### config.mk
export PLATFORM = sky130hd
export DESIGN_NAME = instr_fetch_unit_flat
export DESIGN_NICKNAME = d
export VERILOG_FILES = /design/src/rtl/instr_fetch_unit_if.sv /design/src/rtl/instr_fetch_unit.sv /design/src/flat_wrapper.sv
export SDC_FILE = /design/constraint.sdc
export NUM_CORES = 1
export LEC_CHECK = 0
export CAP_MARGIN = 20
export CORE_UTILIZATION = 50
export DETAILED_ROUTE_END_ITERATION = 8
export PLACE_DENSITY = 0.79
export SKIP_CTS_REPAIR_TIMING = 1
export SLEW_MARGIN = 10
export SYNTH_ARGS = -nofsm -noshare
export SYNTH_HDL_FRONTEND = slang
export SYNTH_SLANG_ARGS = --single-unit
### constraint.sdc
create_clock -name CLK -period 6.1 [get_ports CLK]
set_input_delay 0.915 -clock CLK [delete_from_list [all_inputs] [get_ports CLK]]
set_output_delay 0.915 -clock CLK [all_outputs]
set_load 0.05 [all_outputs]
### src/rtl/instr_fetch_unit_if.sv
// PC / memory / decoder signal bundle for the instruction fetch unit.
// master = fetch unit view, slave = surrounding PC, memory and decoder.
interface instr_fetch_unit_if #(
    parameter int ADDR_W = 32,
    parameter int DATA_W = 32
);
    logic [ADDR_W-1:0] Address;
    logic              PCWre;
    logic              Flush;
    logic              mem_req;
    logic [ADDR_W-1:0] mem_addr;
    logic              mem_ack;
    logic [DATA_W-1:0] mem_rdata;
    logic [DATA_W-1:0] Instruction;
    logic [ADDR_W-1:0] InstrPC;
    logic              InstrValid;
    logic              InstrReady;
    logic              AddrErr;

    modport master (
        input  Address, Flush, mem_ack, mem_rdata, InstrReady,
        output PCWre, mem_req, mem_addr, Instruction, InstrPC, InstrValid, AddrErr
    );

    modport slave (
        output Address, Flush, mem_ack, mem_rdata, InstrReady,
        input  PCWre, mem_req, mem_addr, Instruction, InstrPC, InstrValid, AddrErr
    );
endinterface

### src/rtl/instr_fetch_unit.sv
// Instruction fetch unit: reads the word at the current PC over a req/ack
// handshake, queues {PC, word} for the decoder and pulses PCWre once the
// fetch is accepted. Flush discards the queue and any in-flight read.
module instr_fetch_unit #(
    parameter int ADDR_W = 32,
    parameter int DATA_W = 32,
    parameter int DEPTH  = 2
) (
    input logic CLK,
    input logic Reset,
    instr_fetch_unit_if.master bus
);
    localparam int PTR_W = (DEPTH > 1) ? $clog2(DEPTH) : 1;
    localparam int CNT_W = $clog2(DEPTH + 1);
    localparam logic [PTR_W-1:0] LAST = PTR_W'(DEPTH - 1);
    localparam logic [CNT_W-1:0] FULL = CNT_W'(DEPTH);

    typedef struct packed {
        logic [ADDR_W-1:0] pc;
        logic [DATA_W-1:0] word;
    } entry_t;

    typedef enum logic [1:0] {IDLE, REQ, DRAIN, ERR} state_t;

    state_t                 state, state_nx;
    entry_t [DEPTH-1:0]     q;
    logic   [PTR_W-1:0]     head, tail;
    logic   [CNT_W-1:0]     count;
    logic   [ADDR_W-1:0]    addr_q;
    logic                   err_q;

    logic has_room, misaligned, push, pop, load_addr, err_set, err_clr;

    function automatic logic [PTR_W-1:0] nxt(input logic [PTR_W-1:0] p);
        return (p == LAST) ? '0 : p + 1'b1;
    endfunction

    assign has_room   = (count < FULL);
    assign misaligned = (bus.Address[1:0] != 2'b00);
    assign pop        = bus.InstrValid && bus.InstrReady;

    assign bus.mem_addr    = addr_q;
    assign bus.AddrErr     = err_q;
    assign bus.InstrValid  = (count != '0);
    assign bus.Instruction = q[head].word;
    assign bus.InstrPC     = q[head].pc;

    // State register.
    always_ff @(posedge CLK or posedge Reset) begin
        if (Reset) state <= IDLE;
        else       state <= state_nx;
    end

    // Next state, handshake outputs and the PC-advance pulse.
    always_comb begin
        state_nx    = state;
        push        = 1'b0;
        load_addr   = 1'b0;
        err_set     = 1'b0;
        err_clr     = 1'b0;
        bus.mem_req = 1'b0;
        bus.PCWre   = 1'b0;
        case (state)
            IDLE: begin
                if (!bus.Flush && has_room) begin
                    if (misaligned) begin
                        state_nx = ERR;
                        err_set  = 1'b1;
                    end else begin
                        state_nx  = REQ;
                        load_addr = 1'b1;
                    end
                end
            end
            REQ: begin
                bus.mem_req = 1'b1;
                if (bus.mem_ack) begin
                    state_nx = IDLE;
                    if (!bus.Flush) begin
                        push      = 1'b1;
                        bus.PCWre = 1'b1;
                    end
                end else if (bus.Flush) begin
                    // Read already issued: keep req up until memory answers.
                    state_nx = DRAIN;
                end
            end
            DRAIN: begin
                bus.mem_req = 1'b1;
                if (bus.mem_ack) state_nx = IDLE;
            end
            ERR: begin
                if (bus.Flush) begin
                    state_nx = IDLE;
                    err_clr  = 1'b1;
                end
            end
            default: state_nx = IDLE;
        endcase
    end

    // Read address latch and sticky misalignment flag.
    always_ff @(posedge CLK or posedge Reset) begin
        if (Reset) begin
            addr_q <= '0;
            err_q  <= 1'b0;
        end else begin
            if (load_addr) addr_q <= bus.Address;
            if (err_set)      err_q <= 1'b1;
            else if (err_clr) err_q <= 1'b0;
        end
    end

    // Circular instruction queue; Flush wins over same-cycle push/pop.
    always_ff @(posedge CLK or posedge Reset) begin
        if (Reset) begin
            q     <= '0;
            head  <= '0;
            tail  <= '0;
            count <= '0;
        end else if (bus.Flush) begin
            head  <= '0;
            tail  <= '0;
            count <= '0;
        end else begin
            if (push) begin
                q[tail] <= '{pc: addr_q, word: bus.mem_rdata};
                tail    <= nxt(tail);
            end
            if (pop) head <= nxt(head);
            case ({push, pop})
                2'b10:   count <= count + 1'b1;
                2'b01:   count <= count - 1'b1;
                default: count <= count;
            endcase
        end
    end
endmodule

### src/flat_wrapper.sv
// flat-port wrapper written by rule: the top's interface ports become plain ports
module instr_fetch_unit_flat 
#(
    parameter int ADDR_W = 32,
    parameter int DATA_W = 32,
    parameter int DEPTH  = 2
)
  (CLK, Reset, bus_Address, bus_Flush, bus_mem_ack, bus_mem_rdata, bus_InstrReady, bus_PCWre, bus_mem_req, bus_mem_addr, bus_Instruction, bus_InstrPC, bus_InstrValid, bus_AddrErr);
  instr_fetch_unit_if #(.ADDR_W(ADDR_W), .DATA_W(DATA_W)) bus_i ();
  input logic CLK;
  input logic Reset;
  input wire logic [$bits(bus_i.Address)-1:0] bus_Address;
  input wire logic [$bits(bus_i.Flush)-1:0] bus_Flush;
  input wire logic [$bits(bus_i.mem_ack)-1:0] bus_mem_ack;
  input wire logic [$bits(bus_i.mem_rdata)-1:0] bus_mem_rdata;
  input wire logic [$bits(bus_i.InstrReady)-1:0] bus_InstrReady;
  output wire logic [$bits(bus_i.PCWre)-1:0] bus_PCWre;
  output wire logic [$bits(bus_i.mem_req)-1:0] bus_mem_req;
  output wire logic [$bits(bus_i.mem_addr)-1:0] bus_mem_addr;
  output wire logic [$bits(bus_i.Instruction)-1:0] bus_Instruction;
  output wire logic [$bits(bus_i.InstrPC)-1:0] bus_InstrPC;
  output wire logic [$bits(bus_i.InstrValid)-1:0] bus_InstrValid;
  output wire logic [$bits(bus_i.AddrErr)-1:0] bus_AddrErr;
  assign bus_i.Address = bus_Address;
  assign bus_i.Flush = bus_Flush;
  assign bus_i.mem_ack = bus_mem_ack;
  assign bus_i.mem_rdata = bus_mem_rdata;
  assign bus_i.InstrReady = bus_InstrReady;
  assign bus_PCWre = bus_i.PCWre;
  assign bus_mem_req = bus_i.mem_req;
  assign bus_mem_addr = bus_i.mem_addr;
  assign bus_Instruction = bus_i.Instruction;
  assign bus_InstrPC = bus_i.InstrPC;
  assign bus_InstrValid = bus_i.InstrValid;
  assign bus_AddrErr = bus_i.AddrErr;
  instr_fetch_unit #(.ADDR_W(ADDR_W), .DATA_W(DATA_W), .DEPTH(DEPTH)) u_core (.CLK(CLK), .Reset(Reset), .bus(bus_i));
endmodule
==> results by stage, run 1 <==
Logic synthesis:
- In the synthesized netlist, the cells that appear most often are sky130_fd_sc_hd__mux2_2 (216), sky130_fd_sc_hd__dfrtp_1 (167), sky130_fd_sc_hd__buf_2 (8).
- By area, the combinational part of the netlist is dominated by multiplexers.
- The xor-xnor portion of the synthesized cell area is 0.244%.
- The post-synth net total is 534.
- The portion of synthesized cell area occupied by the leading cell type is 58.1%.
- The synthesized netlist occupies a cell area of 0.00719 mm².
- For this run, the register share of the synthesized area comes to 58.1%.
- Yosys mapped the design onto 33 distinct sky130hd cell types.
- After synthesis, the share of cell area in mux cells is 34.9%.
- The register bit total from synthesis is 167.
- After Yosys synthesis, and, or, nand and nor cells account for 2.73% of the synthesized area.
- Of all flip-flops after synthesis, the portion carrying an async set or reset was 100%.
- The leading cell type by number of instances after synthesis is sky130_fd_sc_hd__mux2_2.
- After synthesis, the cell types taking the most area are sky130_fd_sc_hd__dfrtp_1 (58%), sky130_fd_sc_hd__mux2_2 (34%), sky130_fd_sc_hd__buf_6 (1.1%).
- A synthesized cell averages 15.6 µm².
- After Yosys synthesis, full adders, half adders and majority gates account for 0.696% of the synthesized area.
- Summing the areas of all compound-gate instances in the mapped netlist gives 0.678% of the synthesized area.
- The cell type with the largest total area after synthesis is sky130_fd_sc_hd__dfrtp_1.
- Counting every instance in the synthesized netlist gives 461.
- The Yosys step of the flow raised 0 warnings.
- The most instantiated flip-flop cell in the synthesis netlist is sky130_fd_sc_hd__dfrtp_1.
- Counting flops with a built-in enable in the synthesized netlist gives 0.

Timing:
- The maximum clock frequency is 0.252 GHz.
- The setup total negative slack is 0 ps.
- Setup violations remaining at the end of the flow were counted as 0.
- The final period utilization is 65.0%.
- The final-report max-slew violation count was 0.
- For the pin with the worst max-slew slack, the measured transition is 944 ps.
- Setup repair after global routing left no endpoint under its margin.
- The final worst clock skew is 5.63 ps.
- The shortest period the worst path allows is 3960 ps.
- The worst slew margin relative to its limit is 37.1%.
- Setup slack closes at 2140 ps.
- The total count of hold-check failures in the final report came to 0.

Placement:
- Once detailed placement completed, the half-perimeter wirelength came to 9570 µm.
- The number of cells after detailed placement is 789.
- At the end of routability-driven placement, the weighted congestion stood at 0.706.
- Prior to clock tree synthesis, the placed netlist has a worst setup slack of 2260 ps.
- Input and output buffers added on the ports amount to 168.

Power and ir drop:
- The leakage power is 4.29 nW.
- The largest vdd supply drop is 0.000359 V.
- In this run the power density over the cells is 571 mW/mm².
- Summing internal, switching and leakage power gives 5.45 mW.

Worst setup path:
- In this run the critical register-to-register path is captured at u_core.q[2]$_DFFE_PP0P_.
- The largest fanout on the critical path is 38.
- The slack of the worst reg-to-reg path is 3810 ps.
- Tracing the worst setup path back leads to its startpoint at u_core.head$_DFFE_PP0P_.
- The path depth of the worst reg2reg path is 6.
- For the worst setup path, the data arrival time is 3050 ps.
- The category of the most critical setup path is reg -> out.
- The required arrival time at the worst endpoint is 5180 ps.
- STA classifies the critical path startpoint as a flop.
- The launching point of the worst reg2reg path is u_core.state[1]$_DFFE_PP0P_.
- The endpoint kind of the worst setup timing path is an output port.

Clocking:
- The root cell of the clock tree is sky130_fd_sc_hd__clkbuf_16.
- In this run the number of H-tree levels came out at 4.
- After clock tree synthesis, the clock-pin slew on the worst setup and hold paths is 60 ps.
- The maximum buffer depth of the clock tree is 2.
- At the later pin of the worst-skew pair, clock insertion delay measures 420 ps.
- The TritonCTS buffer count is 17.
- Counting every sink on the clock net gives 167.
- The TritonCTS clock tree is built.

Worst hold path:
- The number of cells on the worst hold path is 1.
- The worst hold path class is reg -> reg.
- For hold timing, the worst endpoint is u_core.q[21]$_DFFE_PP0P_.
- The startpoint identified for the worst hold timing path is u_core.q[21]$_DFFE_PP0P_.

Global routing:
- The number of antenna violations at the first check in global routing came to 0.
- The global-route usage over all layers is 21.0%.
- Entering global routing, the biggest net connects 125 pins.
- After global routing the overflow that remains totals 0.
- The wire length of the first global-routing pass is 23600 µm.
- The number of global-route vias before repair is 4622.

Drt:
- Dividing the detail-routed via count by the number of cells gives 5.32.
- The post-detailed-routing wire length is 14800 µm.
- The antenna violation net count after detailed routing is 0.
- The via count is 4381.
- The detailed-router iteration count before antenna repair is 4.
- For this run, design rule violations remaining after detail routing come to 0.
- The average wire length per cell after detail routing is 18.0 µm.
- The initial detailed-routing violation count is 168.

Floorplan:
- In this run the count of I/O pins placed on the die edge is 169.
- The floorplan die area is 0.0149 mm².
- The floorplan step defined a core boundary enclosing 0.0139 mm².
- The row count is 43.
- Once the floorplan was initialized, standard cells occupied 51.6% of the core.
- The horizontal die dimension is 122 µm.
- From bottom edge to top edge, the die measures 122 µm.

Final layout:
- In the final design database the tool counted 703 nets.
- The antenna diode count is 0.
- The growth of design area from synthesis to finish is 32.7%.
- The number of filler instances in the final layout is 962.
- In the final layout, the share of cells above drive strength 1 is 40.0%.
- For this run, the number of standard cells in the final layout without fillers is 823.

Run:
- Max-cap violations in this run came to 0.

Run status:
- The run finished with clean final reports.
## worst max path at each step
| stage | cells past startpoint | slack [ps] | to |
|---|---|---|---|
| 6_report | 3 | 2140 | bus_InstrPC[17] |
| 5_1_grt | 3 | 1990 | bus_InstrPC[0] |
| 3_3_place_gp | 5 | 2370 | u_core.q[118]$_DFFE_PP0P_ |
| 4_1_cts | 3 | 2100 | bus_InstrPC[0] |
| 3_5_place_dp | 5 | 2260 | u_core.q[100]$_DFFE_PP0P_ |
| 2_1_floorplan | 1 | 670 | u_core.bus.AddrErr$_DFFE_PP0P_ |
## metal layers
layer / part of all wire, % / up-vias / routed length, µm / GRT usage [%]
met3: 6.8 / 14 / 1010 / 7.26
met1: 44 / 2259 / 6450 / 27.0
met4: 1.2 / 0 / 171 / 7.41
li1: - / 1982 / - / -
met2: 48 / 126 / 7150 / 33.1
met5: 0 / - / 0 / 0
## placed cells by master (no fill, tap or decap), types with 2 or more instances in the layout
master,n
sky130_fd_sc_hd__mux2_2,216
sky130_fd_sc_hd__nand2b_1,3
sky130_fd_sc_hd__nor4b_1,2
sky130_fd_sc_hd__buf_4,5
sky130_fd_sc_hd__clkinv_2,7
sky130_fd_sc_hd__ha_1,4
sky130_fd_sc_hd__dfrtp_1,166
sky130_fd_sc_hd__inv_1,2
sky130_fd_sc_hd__o21ai_0,2
sky130_fd_sc_hd__clkinvlp_4,2
sky130_fd_sc_hd__clkbuf_16,17
sky130_fd_sc_hd__mux2_1,6
sky130_fd_sc_hd__nor2_1,5
sky130_fd_sc_hd__nor3_1,2
sky130_fd_sc_hd__clkdlybuf4s50_1,168
sky130_fd_sc_hd__xor2_1,2
sky130_fd_sc_hd__nor3b_1,2
sky130_fd_sc_hd__nor2b_1,3
sky130_fd_sc_hd__o22a_1,2
sky130_fd_sc_hd__and2_1,2
sky130_fd_sc_hd__nand2_1,2
sky130_fd_sc_hd__and3b_1,2
sky130_fd_sc_hd__clkbuf_1,4
## power by group
group          internal, mW  total, mW  switching (mW)
Combinational          1.08       2.62            1.54
Sequential             1.56       1.85           0.283
Clock                 0.567      0.980           0.413
Total                  3.21       5.45            2.24
## critical path: stages, from the launching register on
cell                              delay (ps)
sky130_fd_sc_hd__dfrtp_2                 990
sky130_fd_sc_hd__buf_4                   500
sky130_fd_sc_hd__mux2_2                  410
sky130_fd_sc_hd__clkdlybuf4s50_1         710
## stage by stage
stage	hold slack, ps	area (µm²)	utilization (%)
4_1_cts	495	9500	68.2
3_3_place_gp	463	8960	64.3
5_1_grt	502	9550	68.5
3_5_place_dp	481	8960	64.3
2_1_floorplan	454	7190	-
6_report	495	9550	68.5
## kinds of logic (layout without fill, tap and decap cells)
| family | count (synthesis) | in the layout |
|---|---|---|
| flip-flops | 167 | 167 |
| adder cells (fa/ha/maj) | 4 | 4 |
| AO/OA/AOI/OAI | 7 | 7 |
| multiplexers | 223 | 223 |
| XOR/XNOR | 2 | 2 |
| buffers and inverters | 28 | 210 |
| AND/OR/NAND/NOR | 30 | 30 |
## final cells by class
| cell class | count | area [µm²] | share of cell area (%) |
|---|---|---|---|
| Multi-Input combinational cell | 266 | 2820 | 29.6 |
| Timing Repair Buffer | 175 | 1770 | 18.5 |
| Clock buffer | 22 | 454 | 4.76 |
| Tap cell | 180 | 225 | 2.36 |
| Sequential cell | 167 | 4180 | 43.8 |
| Inverter | 3 | 16.3 | 0.170 |
| Clock inverter | 10 | 80.1 | 0.839 |
## registers in the layout (all words and copies together) (netlist names)
| signal | flops |
|---|---|
| u_core.q | 128 |
| u_core.bus.mem_addr | 32 |
| u_core.count | 2 |
| u_core.state | 2 |
| u_core.bus.AddrErr | 1 |
| u_core.head | 1 |
| u_core.tail | 1 |
Note: power is estimated with default switching activity, not from simulation.
==> inputs of run 2 (changes only) <==
==> constraint.sdc (replaced) <==
create_clock -name CLK -period 3.9 [get_ports CLK]
set_input_delay 0.585 -clock CLK [delete_from_list [all_inputs] [get_ports CLK]]
set_output_delay 0.585 -clock CLK [all_outputs]
set_load 0.05 [all_outputs]
==> results by stage, run 2 (synthesis results as in run 1) <==
Floorplan:
- The row count is 43 (unchanged).
- The horizontal die dimension was 122 µm (unchanged).
- The area inside the core boundary came to 0.0139 mm² (unchanged).
- The overall die height was 122 µm (unchanged).
- The floorplan die area is 0.0149 mm² (unchanged).
- The count of pins on the block boundary was 169 (unchanged).
- The initial standard-cell utilization of the core is 51.6% (unchanged).

Clocking:
- The number of clock sinks is 167 (unchanged).
- The latest clock arrival within the worst-skew pair came to 420 ps (about the same).
- The maximum buffer depth of the clock tree came to 2 (unchanged).
- TritonCTS built the clock tree.
- The H-tree depth reported by CTS is 4 (unchanged).
- The clock slew at the register clock pins of the worst setup and hold paths is 60 ps (about the same).
- CTS placed an instance of sky130_fd_sc_hd__clkbuf_16 at the clock tree root.
- The TritonCTS buffer count is 17 (unchanged).

Power and ir drop:
- The clock power share is 18.7% (+0.7 points).
- The portion of total power attributed to combinational logic came to 47.7% (-0.4 points).
- The largest vdd supply drop is 0.000543 V (+51%).
- The switching portion of total power is 40.9% (-0.16 points).
- The total power is 8.61 mW (+58%).
- The power per unit of standard cell area was 898 mW/mm² (+57%).
- The leakage power is 4.31 nW (+0.41%).
- The sequential share of power is 33.6% (-0.3 points).
- The cell-internal power is 5.08 mW (+58%).
- The net switching power figure is 3.52 mW (+57%).

Final layout:
- The final cell count without fillers is 824 (+0.12%).
- The most frequent standard cell in the layout excluding fill and tap cells is sky130_fd_sc_hd__mux2_2.
- The antenna diode count was 0 (unchanged).
- The final layout net count is 704 (+0.14%).
- The ratio of cells with drive above 1 in the final layout is 40.5% (+0.56 points).
- The register containing the most flip-flops in the final layout is u_core.q.
- The growth of design area from synthesis to finish is 33.3%.
- The post-layout instance area is 0.00959 mm² (+0.47%).
- In the layout the commonest cells are sky130_fd_sc_hd__mux2_2 (216), sky130_fd_sc_hd__clkdlybuf4s50_1 (168), sky130_fd_sc_hd__dfrtp_1 (166).
- The number of flip-flops in the largest register is 128 (unchanged).
- The core utilization of the finished layout is 68.8% (+0.32 points).

Drt:
- The post-detailed-routing wire length is 14900 µm (+1.0%).
- The average wire length per cell after detail routing was 18.1 µm (+0.91%).
- The average vias per placed instance was 5.27 (-0.94%).
- The detailed-router iteration count before antenna repair is 6 (+2).
- The number of design rule violations left after detail routing was 0 (unchanged).
- The via count is 4345 (-0.82%).
- The initial detailed-routing violation count is 203 (+21%).
- The antenna violation net count after detailed routing came to 0 (unchanged).

Timing:
- Derived from the worst setup path, the maximum achievable clock frequency is 0.324 GHz.
- The worst-margin pin slew is 931 ps (-12.5 ps).
- The final-layout worst hold slack is 486 ps (-8.37 ps).
- The shortest period the worst path allows is 3090 ps.
- The count of final setup violators is 0 (unchanged).
- The final-report max-slew violation count is 0 (unchanged).
- The final worst clock skew is 5.14 ps (-0.495 ps).
- The setup total negative slack was 0 ps (unchanged).
- Setup repair after global routing left no endpoint under its margin.
- The post-layout worst setup margin is 810 ps (-1330 ps).
- The worst slew margin relative to its limit is 37.9% (+0.84 points).
- After layout, the worst path uses 79.2% of the clock period.
- The total count of hold-check failures in the final report was 0 (unchanged).

Worst setup path:
- The most prevalent standard cell on the critical path is sky130_fd_sc_hd__clkdlybuf4s50_1.
- The critical path in this run is classified as in -> out.
- The endpoint kind of the worst setup timing path is an output port.
- The worst stage delay on the critical path is 840 ps (-150 ps).
- The critical path's slowest cell is sky130_fd_sc_hd__clkdlybuf4s50_1.
- The signal arrival time at the worst endpoint came to 2500 ps (-550 ps).
- The critical path goes through clkdlybuf4s50_1 -> and3b_1 -> clkdlybuf4s50_1.
- The worst setup path is launched from an input pin.
- The largest fanout on the critical path is 12 (-68%).
- The required arrival time at the worst endpoint is 3310 ps (-1870 ps).

Global routing:
- The number of antenna violations at the first check in global routing came to 0 (unchanged).
- The largest net degree at the start of global routing was 168 (+34%).
- The global-route usage over all layers is 21.5% (+0.45 points).
- The wire length of the first global-routing pass is 24000 µm (+1.8%).
- The overall overflow remaining after global route is 0 (unchanged).
- The number of global-route vias before repair is 4689 (+1.4%).

Worst hold path:
- The min-delay analysis places its worst path in the category reg -> reg.

Placement:
- The placed cell area is 0.00901 mm² (+0.52%).
- The post-detailed-placement half-perimeter wirelength was 9770 µm (+2.0%).
- The final estimated routing congestion in global placement was 0.716 (+1.4%).
- The number of buffers added on ports is 168 (unchanged).
- The worst setup slack after placement is 820 ps (-1440 ps).
- The number of cells after detailed placement is 792 (+0.38%).

Run status:
- The run finished with clean final reports.

Run:
- The max-cap check violation count is 0 (unchanged).
## run 2: changes by cell type in the layout (fill, tap and decap cells not counted), moves of 3 or more
cell | previous run | this run
sky130_fd_sc_hd__clkbuf_8 | 1 | 4
sky130_fd_sc_hd__clkinv_4 | 0 | 5
sky130_fd_sc_hd__clkinv_2 | 7 | 3
sky130_fd_sc_hd__clkbuf_1 | 4 | 1
## run 2: critical path, delay by kind of cell
family,cells,cell delay [ps]
buf+inv,2,1490
simple gates,1,430
## run 2: path summary, 6_finish.rpt
kind                                             startpoint                                  end  slack (ps)  cells past startpoint
worst max-delay path                              bus_Flush                            bus_PCWre         810                      3
worst min-delay path               u_core.q[20]$_DFFE_PP0P_             u_core.q[20]$_DFFE_PP0P_         490                      1
worst max register to register  u_core.state[0]$_DFFE_PP0P_  u_core.bus.mem_addr[29]$_DFFE_PP0P_        1870                      5
worst min register to register     u_core.q[20]$_DFFE_PP0P_             u_core.q[20]$_DFFE_PP0P_         490                      1
max in group asynchronous                             Reset             u_core.q[33]$_DFFE_PP0P_        2430                      3
min in group asynchronous                             Reset              u_core.q[2]$_DFFE_PP0P_         710                      3
## run 2: metal layers
| metal | vias up | wire, µm | track usage, % |
|---|---|---|---|
| li1 | 1998 | - | - |
| met1 | 2200 | 6320 | 26.4 |
| met2 | 126 | 7340 | 35.0 |
| met3 | 21 | 1010 | 7.16 |
| met4 | 0 | 264 | 8.10 |
| met5 | - | 0 | 0 |
## run 2: final cells by class
class | instances | area, µm²
Clock inverter | 10 | 96.3
Clock buffer | 22 | 484
Multi-Input combinational cell | 266 | 2820
Sequential cell | 167 | 4180
Inverter | 3 | 15.0
Timing Repair Buffer | 176 | 1770
Fill cell | 951 | 4340
Tap cell | 180 | 225
## run 2: power groups by stage
stage                     Sequential (mW)  Combinational [mW]  Clock, mW
after floorplan                      3.33                2.37          0
after global placement               2.84                4.06          0
after detailed placement             2.92                4.12          0
after CTS                            2.89                4.14       1.64
after global routing                 3.00                4.29       1.72
final                                2.89                4.11       1.61
